### src/rtl/corelet_pkg.sv
// Shared corelet instruction layout, idle word and sequencer state codes.
package corelet_pkg;

  localparam int INST_W       = 35;
  localparam int ADDR_FIELD_W = 11;

  localparam int B_KLOAD    = 0;
  localparam int B_EXEC     = 1;
  localparam int B_L0_WR    = 2;
  localparam int B_L0_RD    = 3;
  localparam int B_IFIFO_WR = 4;
  localparam int B_IFIFO_RD = 5;
  localparam int B_OFIFO_RD = 6;
  localparam int B_AX_LSB   = 7;
  localparam int B_WEN_X    = 18;
  localparam int B_CEN_X    = 19;
  localparam int B_AP_LSB   = 20;
  localparam int B_WEN_P    = 31;
  localparam int B_CEN_P    = 32;
  localparam int B_ACC      = 33;
  localparam int B_MODE     = 34;

  // Memory enables/write-enables are active-low, so idle parks them high.
  localparam logic [INST_W-1:0] IDLE_WORD = 35'h1_800C_0000;

  typedef logic [3:0] state_t;
  localparam state_t S_IDLE  = 4'd0;
  localparam state_t S_WLOAD = 4'd1;
  localparam state_t S_KLOAD = 4'd2;
  localparam state_t S_KGAP  = 4'd3;
  localparam state_t S_ALOAD = 4'd4;
  localparam state_t S_EXEC  = 4'd5;
  localparam state_t S_DRAIN = 4'd6;
  localparam state_t S_WRITE = 4'd7;
  localparam state_t S_DONE  = 4'd8;

endpackage

### src/rtl/ctrl_counter.sv
// Loadable up-counter with terminal-count flag; exposes its next value so a
// registered decode downstream lines up with the counter's own register.
module ctrl_counter #(
  parameter int addr_bw = 11
) (
  input  logic               clk,
  input  logic               reset,
  input  logic               load,
  input  logic               en,
  input  logic [addr_bw-1:0] load_val,
  input  logic [addr_bw-1:0] last,
  output logic [addr_bw-1:0] count_nxt,
  output logic               tc
);

  logic [addr_bw-1:0] count;

  always_comb begin
    count_nxt = count;
    if (load)    count_nxt = load_val;
    else if (en) count_nxt = count + addr_bw'(1);
  end

  always_ff @(posedge clk) begin
    if (reset) count <= '0;
    else       count <= count_nxt;
  end

  assign tc = (count == last);

endmodule

### src/rtl/corelet_ctrl.sv
// Corelet tile sequencer: weight load, kernel load, gap, activation load, execute, drain, psum write.
// inst is registered from next-state decode; a WRITE beat issues the cycle after ofifo_valid is seen high.
module corelet_ctrl
  import corelet_pkg::*;
#(
  parameter int row     = 8,
  parameter int col     = 8,
  parameter int addr_bw = 11
) (
  input  logic               clk,
  input  logic               reset,
  input  logic               start,
  input  logic               mode,
  input  logic               acc,
  input  logic [addr_bw-1:0] n_act,
  input  logic [addr_bw-1:0] w_base,
  input  logic [addr_bw-1:0] a_base,
  input  logic [addr_bw-1:0] p_base,
  input  logic               ofifo_valid,
  output logic [INST_W-1:0]  inst,
  output logic               busy,
  output logic               done
);

  state_t             state, state_nxt;
  logic               accept;
  logic               mode_q, acc_q, mode_n, acc_n;
  logic [addr_bw-1:0] n_act_q, w_base_q, a_base_q, p_base_q;
  logic [addr_bw-1:0] n_act_n, w_base_n, a_base_n, p_base_n;
  logic               beat_load, beat_en, beat_tc;
  logic [addr_bw-1:0] beat_last, beat_nxt;
  logic               addr_load, addr_en, addr_tc;
  logic [addr_bw-1:0] addr_load_val, addr_last, addr_nxt;
  logic               beat_issue;
  logic [INST_W-1:0]  inst_d;

  assign accept = (state == S_IDLE) && start;

  // Tile parameters are live on the accepting edge so the first decode sees them.
  assign mode_n   = accept ? mode   : mode_q;
  assign acc_n    = accept ? acc    : acc_q;
  assign n_act_n  = accept ? n_act  : n_act_q;
  assign w_base_n = accept ? w_base : w_base_q;
  assign a_base_n = accept ? a_base : a_base_q;
  assign p_base_n = accept ? p_base : p_base_q;

  always_comb begin
    beat_last = '0;
    case (state)
      S_WLOAD: beat_last = addr_bw'(col);
      S_KLOAD: beat_last = addr_bw'(col - 1);
      S_KGAP:  beat_last = addr_bw'(row - 1);
      S_ALOAD: beat_last = n_act_n;
      S_EXEC:  beat_last = n_act_n - addr_bw'(1);
      default: beat_last = '0;
    endcase
  end

  // Write addresses never revisit within one tile, so reaching the last one ends WRITE.
  assign addr_last = p_base_n + n_act_n - addr_bw'(1);

  ctrl_counter #(.addr_bw(addr_bw)) u_beat (
    .clk(clk), .reset(reset), .load(beat_load), .en(beat_en),
    .load_val('0), .last(beat_last), .count_nxt(beat_nxt), .tc(beat_tc)
  );

  ctrl_counter #(.addr_bw(addr_bw)) u_addr (
    .clk(clk), .reset(reset), .load(addr_load), .en(addr_en),
    .load_val(addr_load_val), .last(addr_last), .count_nxt(addr_nxt), .tc(addr_tc)
  );

  always_comb begin
    state_nxt     = state;
    beat_load     = 1'b0;
    beat_en       = 1'b0;
    addr_load     = 1'b0;
    addr_en       = 1'b0;
    addr_load_val = w_base_n;
    beat_issue    = 1'b0;
    case (state)
      S_IDLE: if (start) begin
        state_nxt = S_WLOAD; beat_load = 1'b1; addr_load = 1'b1;
      end
      S_WLOAD: if (beat_tc) begin
        state_nxt = S_KLOAD; beat_load = 1'b1;
      end else begin
        beat_en = 1'b1; addr_en = 1'b1;
      end
      S_KLOAD: if (beat_tc) begin
        state_nxt = S_KGAP; beat_load = 1'b1;
      end else beat_en = 1'b1;
      S_KGAP: if (beat_tc) begin
        beat_load = 1'b1;
        if (n_act_n == '0) state_nxt = S_DONE;
        else begin
          state_nxt = S_ALOAD; addr_load = 1'b1; addr_load_val = a_base_n;
        end
      end else beat_en = 1'b1;
      S_ALOAD: if (beat_tc) begin
        state_nxt = S_EXEC; beat_load = 1'b1;
      end else begin
        beat_en = 1'b1; addr_en = 1'b1;
      end
      S_EXEC: if (beat_tc) begin
        state_nxt = S_DRAIN; beat_load = 1'b1;
      end else beat_en = 1'b1;
      S_DRAIN: if (ofifo_valid) begin
        state_nxt = S_WRITE; addr_load = 1'b1; addr_load_val = p_base_n; beat_issue = 1'b1;
      end
      S_WRITE: if (addr_tc) state_nxt = S_DONE;
      else if (ofifo_valid) begin
        addr_en = 1'b1; beat_issue = 1'b1;
      end
      S_DONE:  state_nxt = S_IDLE;
      default: state_nxt = S_IDLE;
    endcase
  end

  always_comb begin
    inst_d = IDLE_WORD;
    if (state_nxt != S_IDLE && state_nxt != S_DONE) begin
      inst_d[B_MODE] = mode_n;
      inst_d[B_ACC]  = acc_n;
    end
    case (state_nxt)
      S_WLOAD: begin
        if (beat_nxt < addr_bw'(col)) begin
          inst_d[B_CEN_X] = 1'b0;
          inst_d[B_WEN_X] = 1'b1;
          inst_d[B_AX_LSB +: ADDR_FIELD_W] = ADDR_FIELD_W'(addr_nxt);
        end
        // Weight lands one cycle after its xmem read.
        if (beat_nxt != '0) inst_d[mode_n ? B_IFIFO_WR : B_L0_WR] = 1'b1;
      end
      S_KLOAD: begin
        inst_d[B_KLOAD] = 1'b1;
        inst_d[mode_n ? B_IFIFO_RD : B_L0_RD] = 1'b1;
      end
      S_ALOAD: begin
        if (beat_nxt < n_act_n) begin
          inst_d[B_CEN_X] = 1'b0;
          inst_d[B_WEN_X] = 1'b1;
          inst_d[B_AX_LSB +: ADDR_FIELD_W] = ADDR_FIELD_W'(addr_nxt);
        end
        if (beat_nxt != '0) inst_d[B_L0_WR] = 1'b1;
      end
      S_EXEC: begin
        inst_d[B_EXEC]  = 1'b1;
        inst_d[B_L0_RD] = 1'b1;
      end
      S_WRITE: if (beat_issue) begin
        inst_d[B_OFIFO_RD] = 1'b1;
        inst_d[B_CEN_P]    = 1'b0;
        inst_d[B_WEN_P]    = 1'b0;
        inst_d[B_AP_LSB +: ADDR_FIELD_W] = ADDR_FIELD_W'(addr_nxt);
      end
      default: ;
    endcase
  end

  always_ff @(posedge clk) begin
    if (reset) begin
      state    <= S_IDLE;
      inst     <= IDLE_WORD;
      mode_q   <= 1'b0;
      acc_q    <= 1'b0;
      n_act_q  <= '0;
      w_base_q <= '0;
      a_base_q <= '0;
      p_base_q <= '0;
    end else begin
      state    <= state_nxt;
      inst     <= inst_d;
      mode_q   <= mode_n;
      acc_q    <= acc_n;
      n_act_q  <= n_act_n;
      w_base_q <= w_base_n;
      a_base_q <= a_base_n;
      p_base_q <= p_base_n;
    end
  end

  assign busy = (state != S_IDLE);
  assign done = (state == S_DONE);

endmodule

### config.mk
export PLATFORM = sky130hd
export DESIGN_NAME = corelet_ctrl
export DESIGN_NICKNAME = d
export VERILOG_FILES = /design/src/rtl/corelet_pkg.sv /design/src/rtl/ctrl_counter.sv /design/src/rtl/corelet_ctrl.sv
export SDC_FILE = /design/constraint.sdc
export NUM_CORES = 1
export LEC_CHECK = 0
export ABC_CLOCK_PERIOD_IN_PS = 5300
export CAP_MARGIN = 20
export CELL_PAD_IN_SITES_DETAIL_PLACEMENT = 1
export CELL_PAD_IN_SITES_GLOBAL_PLACEMENT = 1
export CORE_ASPECT_RATIO = 1.25
export CORE_MARGIN = 5
export CORE_UTILIZATION = 38
export DETAILED_ROUTE_END_ITERATION = 6
export PLACE_DENSITY_LB_ADDON = 0.05
export SLEW_MARGIN = 20
export SYNTH_ARGS = -nofsm -noshare
export SYNTH_HDL_FRONTEND = slang
export SYNTH_HIERARCHICAL = 1
export SYNTH_SLANG_ARGS = --single-unit
### constraint.sdc
create_clock -name clk -period 5.3 [get_ports clk]
set_clock_uncertainty 0.1 [all_clocks]
set_input_delay 0.795 -clock clk [delete_from_list [all_inputs] [get_ports clk]]
set_output_delay 0.795 -clock clk [all_outputs]
set_load 0.02 [all_outputs]
Word level (Yosys, flattened, before mapping)
Cells that the tools add are included.
{"block": "totals", "regBits": 107, "latchBits": 0, "ramBits": 0, "rom_bits": 0, "inputBits": 50, "n_memories": 0}
{"block": "op_classes", "add_sub_neg": 5, "multipliers": 0, "n_div": 0, "order_cmp": 6, "n_eq_ne": 16, "shifts": 0, "muxes": 60, "bitwise_logic": 2, "reduce_logical": 12}
{"op": "two-way mux 11 bit", "count": 11}
{"op": "one-hot mux 13 bit (3 select lines)", "count": 2}
{"op": "OR 35 bit", "count": 2}
{"op": "two-way mux 13 bit", "count": 4}
{"op": "one-hot mux 11 bit (4 select lines)", "count": 1}
{"op": "two-way mux 4 bit", "count": 9}
{"op": "two-way mux 35 bit", "count": 1}
{"op": "one-hot mux 4 bit (8 select lines)", "count": 1}
{"op": "equality test 4 x 3 -> 1 bit, second input constant", "count": 7}
{"op": "adder 11 x 1 -> 11 bit, second input constant", "count": 2}
{"op": "equality test 11 bit", "count": 2}
{"op": "one-hot mux 11 bit (2 select lines)", "count": 1}
{"op": "subtractor 11 x 1 -> 11 bit, second input constant", "count": 2}
{"op": "one-hot mux 1 bit (3 select lines)", "count": 5}
{"op": "less-than comparator 3 x 7 -> 1 bit, second input constant", "count": 2}
{"op": "two-way mux 1 bit", "count": 14}
{"op": "demux 1 bit (select 6 bit)", "count": 2}
{"op": "equality test 4 x 2 -> 1 bit, second input constant", "count": 3}
{"op": "adder 11 bit", "count": 1}
{"op": "logical NOT 11 bit", "count": 1}
{"op": "less-than comparator 11 bit", "count": 1}
{"op": "less-than comparator 11 x 4 -> 1 bit, second input constant", "count": 1}
{"op": "nonzero test 11 bit", "count": 1}
{"op": "equality test 4 x 1 -> 1 bit, second input constant", "count": 2}
{"op": "12 further kinds", "count": 23}

Depth between registers and ports, before layout
Gate-level depths: netlist of the first run.
{"block": "depth", "depth_word": 16, "ltp_mapped": 29, "mapped_depth_nobuf": 25}

Hierarchy
Netlist of the first run, hierarchy kept.
{"mod": "corelet_ctrl", "n_inst": 1, "cells_per_inst": 589, "area_per_inst_um2": 4899.7, "seq_area_each_um2": 1661.6}
{"mod": "ctrl_counter (u_beat)", "n_inst": 1, "cells_per_inst": 112, "area_per_inst_um2": 892.1, "seq_area_each_um2": 220.2}
{"mod": "ctrl_counter (u_addr)", "n_inst": 1, "cells_per_inst": 95, "area_per_inst_um2": 793.3, "seq_area_each_um2": 220.2}

Worst setup path after synthesis of the first run
Ideal clock, no wire load.
{"block": "synth_timing", "kind": "input to register", "start": "input port start", "end": "register inst[10]", "arrival_ns": 5.477, "required_time_ns": 5.114, "slack_ns": -0.363, "path_stages": 27, "path_cell_list": "clkbuf_1 > nand3_1 > a21boi_2 > ha_1 > nand4_1 > mux2_2 > nand2b_1 > a21oi_1 > xnor2_1 > nand4_1 > nor3_1 > clkbuf_1 > inv_1 > o32a_1 > nor2_1 > buf_2 > inv_1 > clkbuf_1 > nor2_1 > a21oi_1 > ha_1 > nand4_1 > nor2_1 > o31ai_1 > a31oi_1 > buf_2 > a211oi_1"}
{"block": "synth_via", "word_cells_on_any_way": 65}
{"item": "from (decl)", "line_no": "corelet_ctrl.sv:12", "source": "input logic start,"}
{"item": "logical AND 1 bit (*)", "line_no": "corelet_ctrl.sv:37", "source": "assign accept = (state == S_IDLE) && start;"}
{"item": "two-way mux 11 bit (*)", "line_no": "corelet_ctrl.sv:42", "source": "assign n_act_n = accept ? n_act : n_act_q;"}
{"item": "subtractor 11 x 1 -> 11 bit", "line_no": "corelet_ctrl.sv:54", "source": "S_EXEC: beat_last = n_act_n - addr_bw'(1);"}
{"item": "one-hot mux 11 bit (4 select lines) (*)", "line_no": "corelet_ctrl.sv:49", "source": "case (state)"}
{"item": "via beat_last[10]", "line_no": "corelet_ctrl.sv:31", "source": "logic [addr_bw-1:0] beat_last, beat_nxt;"}
{"item": "equality test 11 bit (*)", "line_no": "ctrl_counter.sv:29", "source": "assign tc = (count == last);"}
{"item": "via beat_tc", "line_no": "corelet_ctrl.sv:30", "source": "logic beat_load, beat_en, beat_tc;"}
{"item": "two-way mux 1 bit (*)"}
{"item": "[1 not listed]"}
{"item": "via beat_load", "line_no": "corelet_ctrl.sv:30"}
{"item": "two-way mux 11 bit (*)", "line_no": "ctrl_counter.sv:20", "source": "if (load) count_nxt = load_val;"}
{"item": "via beat_nxt[4]", "line_no": "corelet_ctrl.sv:31"}
{"item": "less-than comparator 11 x 4 -> 1 bit", "line_no": "corelet_ctrl.sv:127", "source": "if (beat_nxt < addr_bw'(col)) begin"}
{"item": "two-way mux 13 bit", "line_no": "corelet_ctrl.sv:127"}
{"item": "two-way mux 13 bit", "line_no": "corelet_ctrl.sv:125", "source": "case (state_nxt)"}
{"item": "OR 35 bit (no line)"}
{"item": "two-way mux 35 bit", "line_no": "corelet_ctrl.sv:133", "source": "if (beat_nxt != '0) inst_d[mode_n ? B_IFIFO_WR : B_L0_WR] = 1'b1;"}
{"item": "one-hot mux 13 bit (3 select lines) (*)", "line_no": "corelet_ctrl.sv:125"}
{"item": "to (signal assigned)", "line_no": "corelet_ctrl.sv:173", "source": "inst <= inst_d;"}
{"item": "to (decl)", "line_no": "corelet_ctrl.sv:20", "source": "output logic [INST_W-1:0] inst,"}
Mark *: on every way through the listed nets, which the timed path passes. The rest lies on a longest branch. The select of a mux whose other input is x is not followed.
A chain may end at the register's enable or synchronous reset.

Worst setup path in the final report of the first run
{"block": "layout_timing", "start": "register state[0]", "end": "register inst[10]"}
{"block": "layout_via", "elab_chain_len": 16, "word_cells_on_any_way": 76}
{"item": "from (decl)", "line_no": "corelet_ctrl.sv:25", "source": "state_t state, state_nxt;"}
{"item": "from (signal assigned)", "line_no": "corelet_ctrl.sv:172", "source": "state <= state_nxt;"}
{"item": "logical NOT 4 bit", "line_no": "corelet_ctrl.sv:37"}
{"item": "logical AND 1 bit", "line_no": "corelet_ctrl.sv:37"}
{"item": "two-way mux 11 bit", "line_no": "corelet_ctrl.sv:42"}
{"item": "subtractor 11 x 1 -> 11 bit", "line_no": "corelet_ctrl.sv:54"}
{"item": "one-hot mux 11 bit (4 select lines) (*)", "line_no": "corelet_ctrl.sv:49"}
{"item": "via beat_last[7]", "line_no": "corelet_ctrl.sv:31"}
{"item": "equality test 11 bit (*)", "line_no": "ctrl_counter.sv:29"}
{"item": "via beat_tc", "line_no": "corelet_ctrl.sv:30"}
{"item": "[2 not listed]"}
{"item": "via beat_en", "line_no": "corelet_ctrl.sv:30"}
{"item": "[1 not listed]"}
{"item": "two-way mux 11 bit (*)", "line_no": "ctrl_counter.sv:20"}
{"item": "via beat_nxt[5]", "line_no": "corelet_ctrl.sv:31"}
{"item": "less-than comparator 11 x 4 -> 1 bit", "line_no": "corelet_ctrl.sv:127"}
{"item": "two-way mux 13 bit", "line_no": "corelet_ctrl.sv:127"}
{"item": "two-way mux 13 bit", "line_no": "corelet_ctrl.sv:125"}
{"item": "OR 35 bit (no line)"}
{"item": "two-way mux 35 bit", "line_no": "corelet_ctrl.sv:133"}
{"item": "one-hot mux 13 bit (3 select lines) (*)", "line_no": "corelet_ctrl.sv:125"}
Marked as above.

==> results of run 1 <==
layout by cell type, fill, tap and decap left out, types with 12 or more instances in the layout:
| cell | instances |
|---|---|
| nor2_1 | 69 |
| xnor2_1 | 32 |
| buf_4 | 182 |
| buf_6 | 14 |
| clkdlybuf4s50_1 | 82 |
| mux2i_1 | 25 |
| inv_1 | 43 |
| nand2_1 | 50 |
| a21oi_1 | 26 |
| o211ai_1 | 16 |
| nand4_1 | 26 |
| conb_1 | 13 |
| nor2b_1 | 13 |
| ha_1 | 23 |
| a211oi_2 | 12 |
| dfxtp_1 | 103 |
| nand3_1 | 38 |
| and3_1 | 13 |
registers in the layout, indices dropped and copies added, names as in the netlist, 4 cells and up:
register,cells
n_act_q,11
p_base_q,11
inst,33
u_addr/count,11
a_base_q,11
state,4
w_base_q,11
u_beat/count,11
what timing repair did:
action / 4_1_cts / 5_1_grt
hold endpoints to repair: 0 / 0
resized for setup: 79 / 93
gates cloned: 2 / 0
pin swaps: 35 / 41
buffers inserted: 30 / 15
setup endpoints to repair: 41 / 42
worst max-delay path, stage by stage, from the launching register on:
cell	delay, ns
dfxtp_2	0.34
nor4_4	0.31
inv_2	0.15
buf_6	0.16
o21ai_4	0.16
nand4_1	0.22
nor4b_2	0.38
mux2i_1	0.26
xnor2_1	0.23
nand3_1	0.22
nor3_4	0.32
buf_6	0.16
a21o_1	0.16
nor3_2	0.08
buf_4	0.19
nand4_4	0.13
buf_8	0.16
mux2i_4	0.25
nand2_2	0.12
ha_4	0.28
nand4_1	0.17
nor2_2	0.08
o31ai_4	0.35
a31oi_4	0.19
buf_6	0.20
a211oi_2	0.20
layer usage:
| metal | global-route usage | vias to the layer above | wire length (µm) |
|---|---|---|---|
| met5 | 0 | - | 0 |
| met4 | 0.132 | 0 | 1690 |
| met3 | 0.0255 | 91 | 913 |
| met2 | 0.494 | 224 | 15200 |
| met1 | 0.292 | 3609 | 10900 |
| li1 | - | 3388 | - |
worst min path at each step:
| stage | start | end | cells past startpoint |
|---|---|---|---|
| final | a_base_q[3]$_SDFF_PP0_ | a_base_q[3]$_SDFF_PP0_ | 2 |
| after floorplan | a_base_q[10]$_SDFF_PP0_ | a_base_q[10]$_SDFF_PP0_ | 2 |
| after global placement | a_base_q[5]$_SDFF_PP0_ | a_base_q[5]$_SDFF_PP0_ | 2 |
| after detailed placement | a_base_q[3]$_SDFF_PP0_ | a_base_q[3]$_SDFF_PP0_ | 2 |
| after global routing | a_base_q[3]$_SDFF_PP0_ | a_base_q[3]$_SDFF_PP0_ | 2 |
| after CTS | a_base_q[3]$_SDFF_PP0_ | a_base_q[3]$_SDFF_PP0_ | 2 |
kinds of logic after synthesis:
family	share of synthesized area
AO/OA/AOI/OAI	0.168
XOR/XNOR	0.0599
adder cells (fa/ha/maj)	0.0638
buffers and inverters	0.0627
flip-flops	0.319
multiplexers	0.0600
other	0.00114
AND/OR/NAND/NOR	0.265
power by group through the flow:
| stage | clock, mW | sequential, mW | combinational [mW] |
|---|---|---|---|
| 3_5_place_dp | 0 | 1.03 | 2.30 |
| 3_3_place_gp | 0 | 1.02 | 2.22 |
| 4_1_cts | 0.715 | 1.02 | 2.63 |
| 5_1_grt | 0.747 | 1.04 | 3.29 |
| 6_report | 0.701 | 1.03 | 3.08 |
| 2_1_floorplan | 0 | 0.993 | 1.38 |
cell type report:
class	count	share of cell area
Clock buffer	9	0.0219
Clock inverter	7	0.00731
Inverter	49	0.0179
Multi-Input combinational cell	605	0.483
Sequential cell	105	0.205
Tap cell	220	0.0268
Timing Repair Buffer	286	0.238
stage by stage:
step                worst slack [ns]  power (mW)  area (µm²)  std cells
global placement              -0.919        3.24        8770       1220
CTS                          -0.0524        4.37        9660       1267
finish                        -0.372        4.81       10300       1281
floorplan                    0.00891        2.37        6700        807
detailed placement             -1.07        3.33        8770       1220
global route                  -0.536        5.08       10300       1281
==> impl_metrics.json, run 1 <==
{
  "status": "finished, violations left",
  "failed_checks": "setup timing",
  "dr.pass1.iters": 4,
  "yosysWarnings": 6,
  "path_class": "flop to flop",
  "clkLatencyLatePin_ns": 0.36,
  "endpoint": "inst[10]$_SDFF_PP0_",
  "nFillCells": 1945,
  "dr_total_vias": 7312,
  "synth_seq_cells": 105,
  "wl_per_cell_um": 22.4,
  "die_area_um2": 20100,
  "r2r_slack_ns": -0.37,
  "synth-seq-area-share": 0.319,
  "seqCellArea_um2": 2100,
  "postRouteAntennaNets": 0,
  "synth.avg_cell_area_um2": 8.27,
  "syn_to_final_growth_pct": 55.9,
  "track_usage": 0.263,
  "diodes": 0,
  "critPathRequiredTime_ns": 5.49,
  "clk_pin_slew_ns": 0.08,
  "synth_area_leaders": "dfxtp_1 (32%), ha_1 (6.1%), mux2i_1 (5.0%)",
  "tns_ns": -4.72,
  "io_buffers": 85,
  "cts_tree": "done",
  "hold_path_class": "flop to flop",
  "antenna_found_initial": 0,
  "core_area_um2": 16900,
  "clkPwrFrac": 0.146,
  "start_util": 0.389,
  "vdd_drop_max_v": 0.000230,
  "reg2regPathDepth": 25,
  "routed_wl_mm": 28.7,
  "vias_per_cell": 5.71,
  "grt_pass1_wl_mm": 41.6,
  "finalWorstSetupSlack_ns": -0.372,
  "synth_area_um2": 6590,
  "power_switching_mw": 2.11,
  "setup_violations": 17,
  "cts_buffers": 9,
  "cell_internal_pwr_mw": 2.70,
  "die_w_um": 128,
  "postLayoutCoreUtil": 0.607,
  "worstSetupEndpointType": "flop",
  "overflow": 0,
  "layout-drive-gt1-share": 0.340,
  "nets": 1139,
  "maxSlewViolCount": 0,
  "ys_types": 79,
  "place_hpwl_mm": 19.6,
  "clockRootBuffer": "clkbuf_16",
  "hold_violations": 0,
  "clock_path_buffers": 2,
  "pwr-share-seq": 0.215,
  "tightest_slew_ns": 0.789,
  "drtIter0Drc": 389,
  "synth_cells": 796,
  "synth_top_area_cell": "dfxtp_1",
  "worst_setup_path_start_kind": "flop",
  "cts.sinks": 105,
  "rsz0062_at_grt": "yes",
  "gp_congestion": 0.918,
  "crit_start": "state[0]$_SDFF_PP0_",
  "synth_top_flop_cell": "dfxtp_1",
  "p_sw_frac": 0.438,
  "die_h_um": 157,
  "synth_most_common_cell": "dfxtp_1",
  "cap_violations": 0,
  "critical_path.max_fanout": 6,
  "hold_buffers": 0,
  "relSlewSlack": 0.474,
  "holdWs_ns": 0.367,
  "p_comb_frac": 0.639,
  "r2r_end": "inst[10]$_SDFF_PP0_",
  "grt_pass1_vias": 7725,
  "htree_levels": 3,
  "num_rows": 53,
  "synth.top_cell.area_share": 0.319,
  "leakage_nw": 4.12,
  "grt_max_degree": 47,
  "post-route-period-util": 1.07,
  "multi_input_area_um2": 4960,
  "ios": 87,
  "drcViolationCount": 0,
  "arrival_ns": 5.86,
  "min_period_ns": 5.67,
  "fmax_mhz": 176,
  "r2r_start": "state[0]$_SDFF_PP0_",
  "synth.cells.most_frequent": "dfxtp_1 (105), nor2_1 (77), nand2_1 (52), inv_1 (46), nand3_1 (43)",
  "synth-edff-count": 0,
  "synthArstFlopShare": 0,
  "p_per_area_nw_per_um2": 469
}
Note: power is estimated with default switching activity, not from simulation.
==> inputs of run 2 (changes only) <==
--- a/config.mk
+++ b/config.mk
@@ -11,8 +11,9 @@
 export CELL_PAD_IN_SITES_GLOBAL_PLACEMENT = 1
 export CORE_ASPECT_RATIO = 1.25
 export CORE_MARGIN = 5
-export CORE_UTILIZATION = 38
+export CORE_UTILIZATION = 44
 export DETAILED_ROUTE_END_ITERATION = 6
+export DONT_BUFFER_PORTS = 1
 export PLACE_DENSITY_LB_ADDON = 0.05
 export SLEW_MARGIN = 20
 export SYNTH_ARGS = -nofsm -noshare
==> impl_metrics.json, run 2 (synthesis results as in run 1) <==
{
  "rsz0062_at_grt": "yes",
  "drcViolationCount": 0,
  "r2r_start": "state[0]$_SDFF_PP0_",
  "max_stage_delay_ns": 0.53,
  "cts_tree": "done",
  "crit_start": "state[0]$_SDFF_PP0_",
  "tightest_slew_ns": 0.912,
  "failed_checks": "setup timing",
  "dr_total_vias": 6685,
  "multi_input_area_um2": 4710,
  "arrival_ns": 5.86,
  "r2r_end": "inst[13]$_SDFF_PP0_",
  "finalWorstSetupSlack_ns": -0.393,
  "num_rows": 50,
  "top_register": "inst",
  "vias_per_cell": 6.06,
  "post-place-ws_ns": -0.387,
  "hold_path_class": "flop to flop",
  "grt_max_degree": 86,
  "clock_path_buffers": 2,
  "endpoint": "inst[13]$_SDFF_PP0_",
  "syn_to_final_growth_pct": 32.0,
  "postLayoutCoreUtil": 0.586,
  "cp_common_cell": "buf_6",
  "nets": 999,
  "post-route-period-util": 1.07,
  "holdWs_ns": 0.358,
  "die_h_um": 147,
  "seqCellArea_um2": 2110,
  "io_buffers": 0,
  "gp_congestion": 0.915,
  "antenna_found_initial": 0,
  "overflow": 0,
  "track_usage": 0.277,
  "place_hpwl_mm": 18.1,
  "postRouteAntennaNets": 0,
  "cts.sinks": 105,
  "layout.cells.most_common_list": "buf_4 (134), dfxtp_1 (102), nor2_1 (70), nand2_1 (50), inv_1 (44)",
  "crit_family": "compound AO/OA/AOI/OAI gates",
  "min_period_ns": 5.69,
  "relSlewSlack": 0.392,
  "tns_ns": -5.01,
  "wl_per_cell_um": 23.6,
  "critPathRequiredTime_ns": 5.46,
  "core_area_um2": 14800,
  "nFillCells": 1709,
  "drtIter0Drc": 301,
  "setup_violations": 17,
  "htree_levels": 3,
  "cp.depth": 26,
  "grt_pass1_vias": 7036,
  "leakage_nw": 3.51,
  "placedInstanceArea_um2": 7490,
  "r2r_slack_ns": -0.39,
  "largest_reg_flops": 33,
  "ios": 87,
  "grt_pass1_wl_mm": 38.2,
  "critical_path.max_fanout": 6,
  "status": "finished, violations left",
  "die_w_um": 119,
  "clockRootBuffer": "clkbuf_16",
  "dr.pass1.iters": 5,
  "clkLatencyLatePin_ns": 0.37,
  "routed_wl_mm": 26.0,
  "layout_commonest_cell": "buf_4",
  "layout-drive-gt1-share": 0.308,
  "reg2regPathDepth": 26,
  "path_class": "flop to flop",
  "fmax_mhz": 176,
  "cts_buffers": 9,
  "cap_violations": 0,
  "die_area_um2": 17500,
  "critPathBufInv": 8,
  "vdd_drop_max_v": 0.000198,
  "clk_pin_slew_ns": 0.08,
  "stdcell_area_um2": 8690,
  "start_util": 0.444,
  "p_per_area_nw_per_um2": 507,
  "diodes": 0,
  "hold_violations": 0,
  "worstSetupEndpointType": "flop",
  "maxSlewViolCount": 0,
  "worst_setup_path_start_kind": "flop",
  "slowest_stage": "o41ai_2"
}
==> run 2: worst min path at each step <==
stage | startpoint | end | slack [ns] | depth (start not counted)
final | a_base_q[7]$_SDFF_PP0_ | a_base_q[7]$_SDFF_PP0_ | 0.36 | 2
after global routing | a_base_q[7]$_SDFF_PP0_ | a_base_q[7]$_SDFF_PP0_ | 0.38 | 2
after CTS | a_base_q[9]$_SDFF_PP0_ | a_base_q[9]$_SDFF_PP0_ | 0.36 | 2
after detailed placement | a_base_q[9]$_SDFF_PP0_ | a_base_q[9]$_SDFF_PP0_ | 0.35 | 2
after global placement | a_base_q[9]$_SDFF_PP0_ | a_base_q[9]$_SDFF_PP0_ | 0.35 | 2
after floorplan | a_base_q[10]$_SDFF_PP0_ | a_base_q[10]$_SDFF_PP0_ | 0.33 | 2
==> run 2: repair_timing <==
item | in CTS | in global routing
setup buffers | 24 | 15
gates resized for setup | 54 | 75
cloned | 1 | 0
setup endpoints to repair | 40 | 46
endpoints found under the hold margin | 0 | 0
hold buffers | 0 | 0
pin swaps | 18 | 40
==> run 2: where the power goes <==
part | internal (mW) | switching [mW] | leakage [nW]
Clock | 0.339 | 0.359 | 0.146
Sequential | 0.892 | 0.140 | 0.860
Combinational | 1.23 | 1.45 | 2.50
==> run 2: worst reg2reg max path, stage by stage, from the launching register on <==
cell and delay (ns):
dfxtp_2 0.34, nor4_4 0.29, buf_6 0.18, inv_4 0.04, buf_6 0.13, nor2_4 0.18, o211ai_1 0.24, o41ai_2 0.53
o41ai_2 0.20, xnor2_1 0.20, nand4_1 0.20, nor3_4 0.27, inv_2 0.07, o32a_1 0.36, nor2_4 0.15, buf_6 0.14
clkinvlp_4 0.16, buf_4 0.19, nor2_2 0.19, nor3_4 0.07, ha_1 0.33, nand3_1 0.10, nor2_1 0.14, o311ai_2 0.16
a31oi_4 0.36, buf_8 0.20, a211oi_2 0.08
==> run 2: final cells by class <==
| class | count | share of cell area |
|---|---|---|
| Clock buffer | 9 | 0.0259 |
| Clock inverter | 7 | 0.00864 |
| Inverter | 49 | 0.0219 |
| Multi-Input combinational cell | 605 | 0.542 |
| Sequential cell | 105 | 0.242 |
| Tap cell | 182 | 0.0262 |
| Timing Repair Buffer | 146 | 0.133 |
==> run 2: routing by layer <==
layer | part of all wire | vias to the layer above | global-route usage
met1 | 0.38 | 3310 | 0.299
met4 | 0.048 | 0 | 0.134
met5 | 0 | - | 0
met2 | 0.54 | 187 | 0.528
li1 | - | 3115 | -
met3 | 0.029 | 73 | 0.0316
==> run 2: metrics by stage <==
step / power [mW] / cells
4_1_cts: 4.12 / 1088
3_3_place_gp: 3.04 / 1047
6_report: 4.41 / 1103
2_1_floorplan: 2.37 / 807
3_5_place_dp: 3.13 / 1047
5_1_grt: 4.66 / 1103
==> inputs of run 3 (changes only) <==
--- a/config.mk
+++ b/config.mk
@@ -5,17 +5,17 @@
 export SDC_FILE = /design/constraint.sdc
 export NUM_CORES = 1
 export LEC_CHECK = 0
-export ABC_CLOCK_PERIOD_IN_PS = 5300
+export ABC_CLOCK_PERIOD_IN_PS = 7100
 export CAP_MARGIN = 20
 export CELL_PAD_IN_SITES_DETAIL_PLACEMENT = 1
 export CELL_PAD_IN_SITES_GLOBAL_PLACEMENT = 1
 export CORE_ASPECT_RATIO = 1.25
 export CORE_MARGIN = 5
-export CORE_UTILIZATION = 44
+export CORE_UTILIZATION = 45
 export DETAILED_ROUTE_END_ITERATION = 6
 export DONT_BUFFER_PORTS = 1
+export GPL_ROUTABILITY_DRIVEN = 0
 export PLACE_DENSITY_LB_ADDON = 0.05
-export SLEW_MARGIN = 20
 export SYNTH_ARGS = -nofsm -noshare
 export SYNTH_HDL_FRONTEND = slang
 export SYNTH_HIERARCHICAL = 1
==> constraint.sdc (replaced) <==
create_clock -name clk -period 7.1 [get_ports clk]
set_clock_uncertainty 0.1 [all_clocks]
set_input_delay 1.065 -clock clk [delete_from_list [all_inputs] [get_ports clk]]
set_output_delay 1.065 -clock clk [all_outputs]
set_load 0.02 [all_outputs]
==> impl_metrics.json, run 3 (synthesis results as in run 1) <==
{
  "dr_total_vias": 5955,
  "die_area_um2": 17200,
  "drtIter0Drc": 369,
  "ios": 87,
  "worstSetupEndpointType": "flop",
  "grt_pass1_wl_mm": 33.8,
  "post-route-period-util": 0.917,
  "critPathRequiredTime_ns": 7.25,
  "crit_start": "start",
  "cell_internal_pwr_mw": 1.48,
  "power_switching_mw": 1.14,
  "hold_path_class": "flop to flop",
  "status": "completed",
  "clkLatencyLatePin_ns": 0.36,
  "wl_met2_mm": 11.3,
  "routed_wl_mm": 21.3,
  "p_total_mw": 2.62,
  "nFillCells": 1763,
  "clk_pin_slew_ns": 0.08,
  "r2r_start": "state[2]$_SDFF_PP0_",
  "hold_buffers": 0,
  "vias_per_cell": 6.11,
  "antenna_found_initial": 0,
  "multi_input_area_um2": 4120,
  "setup_violations": 0,
  "track_usage": 0.243,
  "layout_commonest_cell": "dfxtp_1",
  "finalWorstSetupSlack_ns": 0.587,
  "hold_violations": 0,
  "drcViolationCount": 0,
  "post-place-ws_ns": 0.139,
  "relSlewSlack": 0.349,
  "clkPwrFrac": 0.203,
  "cp_common_cell": "buf_4",
  "p_sw_frac": 0.434,
  "grt_max_degree": 86,
  "start_util": 0.457,
  "hold_start": "a_base_q[9]$_SDFF_PP0_",
  "dr.pass1.iters": 5,
  "place_hpwl_mm": 16.3,
  "num_rows": 49,
  "rsz0062_at_grt": "no",
  "diodes": 0,
  "p_comb_frac": 0.507,
  "nets": 874,
  "vdd_drop_max_v": 0.000170,
  "cts.sinks": 105,
  "wl_per_cell_um": 21.8,
  "wl_met3_um": 742,
  "maxSlewViolCount": 0,
  "fmax_mhz": 154,
  "clockRootBuffer": "clkbuf_16",
  "met1_length_mm": 8.58,
  "layout.cells.most_common_list": "dfxtp_1 (105), nor2_1 (76), nand2_1 (52), inv_1 (46), nand3_1 (43)",
  "cts_tree": "done",
  "overflow": 0,
  "cap_violations": 0,
  "critical_path.max_fanout": 21,
  "tightest_slew_ns": 0.969,
  "clock_path_buffers": 2,
  "die_w_um": 118,
  "htree_levels": 3,
  "arrival_ns": 6.66,
  "seqCellArea_um2": 2100,
  "grt_pass1_vias": 6185,
  "min_period_ns": 6.51,
  "p_per_area_nw_per_um2": 369,
  "syn_to_final_growth_pct": 8.00,
  "pwr-share-seq": 0.290,
  "die_h_um": 145,
  "worst_setup_path_start_kind": "input pin",
  "postRouteAntennaNets": 0,
  "io_buffers": 0,
  "routed.top_layer": "met4",
  "largest_reg_flops": 33,
  "max_stage_delay_ns": 0.42,
  "layout-drive-gt1-share": 0.0842,
  "path_cells": "inv_1 > o21ai_2 > and2_1 > ha_1 > nand4_1 > mux2_2 > nand2b_1 > a21oi_1 > xnor2_1 > nand4_1 > nor3_2 > buf_4 > inv_1 > o32a_1 > nor2_2 > buf_4 > nor2b_1 > a22oi_1 > nand3_1 > ha_1 > a2111oi_0 > a31oi_1 > buf_4 > a211oi_1",
  "path_class": "input pin to flop",
  "slowest_stage": "mux2_2",
  "leakage_nw": 2.79,
  "top_register": "inst",
  "core_area_um2": 14400,
  "cts_buffers": 9,
  "tns_ns": 0,
  "holdWs_ns": 0.355
}
run 3: worst paths after layout:
check	endpoint	slack [ns]	cells past startpoint
worst max-delay path	inst[15]$_SDFF_PP0_	0.59	24
worst min-delay path	a_base_q[9]$_SDFF_PP0_	0.35	2
worst max register to register	inst[15]$_SDFF_PP0_	0.65	26
worst min register to register	a_base_q[9]$_SDFF_PP0_	0.35	2
run 3: power groups by stage:
stage | clock (mW) | sequential (mW) | combinational, mW
4_1_cts | 0.544 | 0.759 | 1.32
6_report | 0.533 | 0.760 | 1.33
3_5_place_dp | 0 | 0.771 | 1.31
3_3_place_gp | 0 | 0.769 | 1.26
2_1_floorplan | 0 | 0.741 | 1.00
5_1_grt | 0.570 | 0.769 | 1.47
run 3: timing repair:
item / CTS / global route
endpoints found under the setup margin: 0 / 14
resized for setup: 0 / 1
buffers inserted: 0 / 2
run 3: worst max-delay path: cells and delay by family:
| kind | cells | cell delay (ns) |
|---|---|---|
| multiplexers | 1 | 0.42 |
| adder cells (fa/ha/maj) | 2 | 0.62 |
| XOR/XNOR | 1 | 0.14 |
| buffers and inverters | 5 | 1.00 |
| AND/OR/NAND/NOR | 8 | 1.50 |
| AO/OA/AOI/OAI | 7 | 1.90 |
run 3: cell type report:
type / count / share of cell area
Multi-Input combinational cell: 605 / 0.579
Clock buffer: 10 / 0.0322
Tap cell: 178 / 0.0313
Sequential cell: 105 / 0.296
Timing Repair Buffer: 21 / 0.0239
Clock inverter: 6 / 0.0120
Inverter: 49 / 0.0259
run 3: metal layers:
metal / vias up / global-route usage
li1: 2857 / -
met1: 2942 / 0.277
met2: 122 / 0.451
met3: 34 / 0.0378
met4: 0 / 0.0849
met5: - / 0
run 3: stage by stage:
| step | util | std cells | cell area (µm²) |
|---|---|---|---|
| 3_3_place_gp | 0.469 | 955 | 6760 |
| 3_5_place_dp | 0.469 | 955 | 6760 |
| 6_report | 0.494 | 974 | 7110 |
| 5_1_grt | 0.494 | 974 | 7110 |
| 2_1_floorplan | - | 807 | 6630 |
| 4_1_cts | 0.491 | 971 | 7070 |
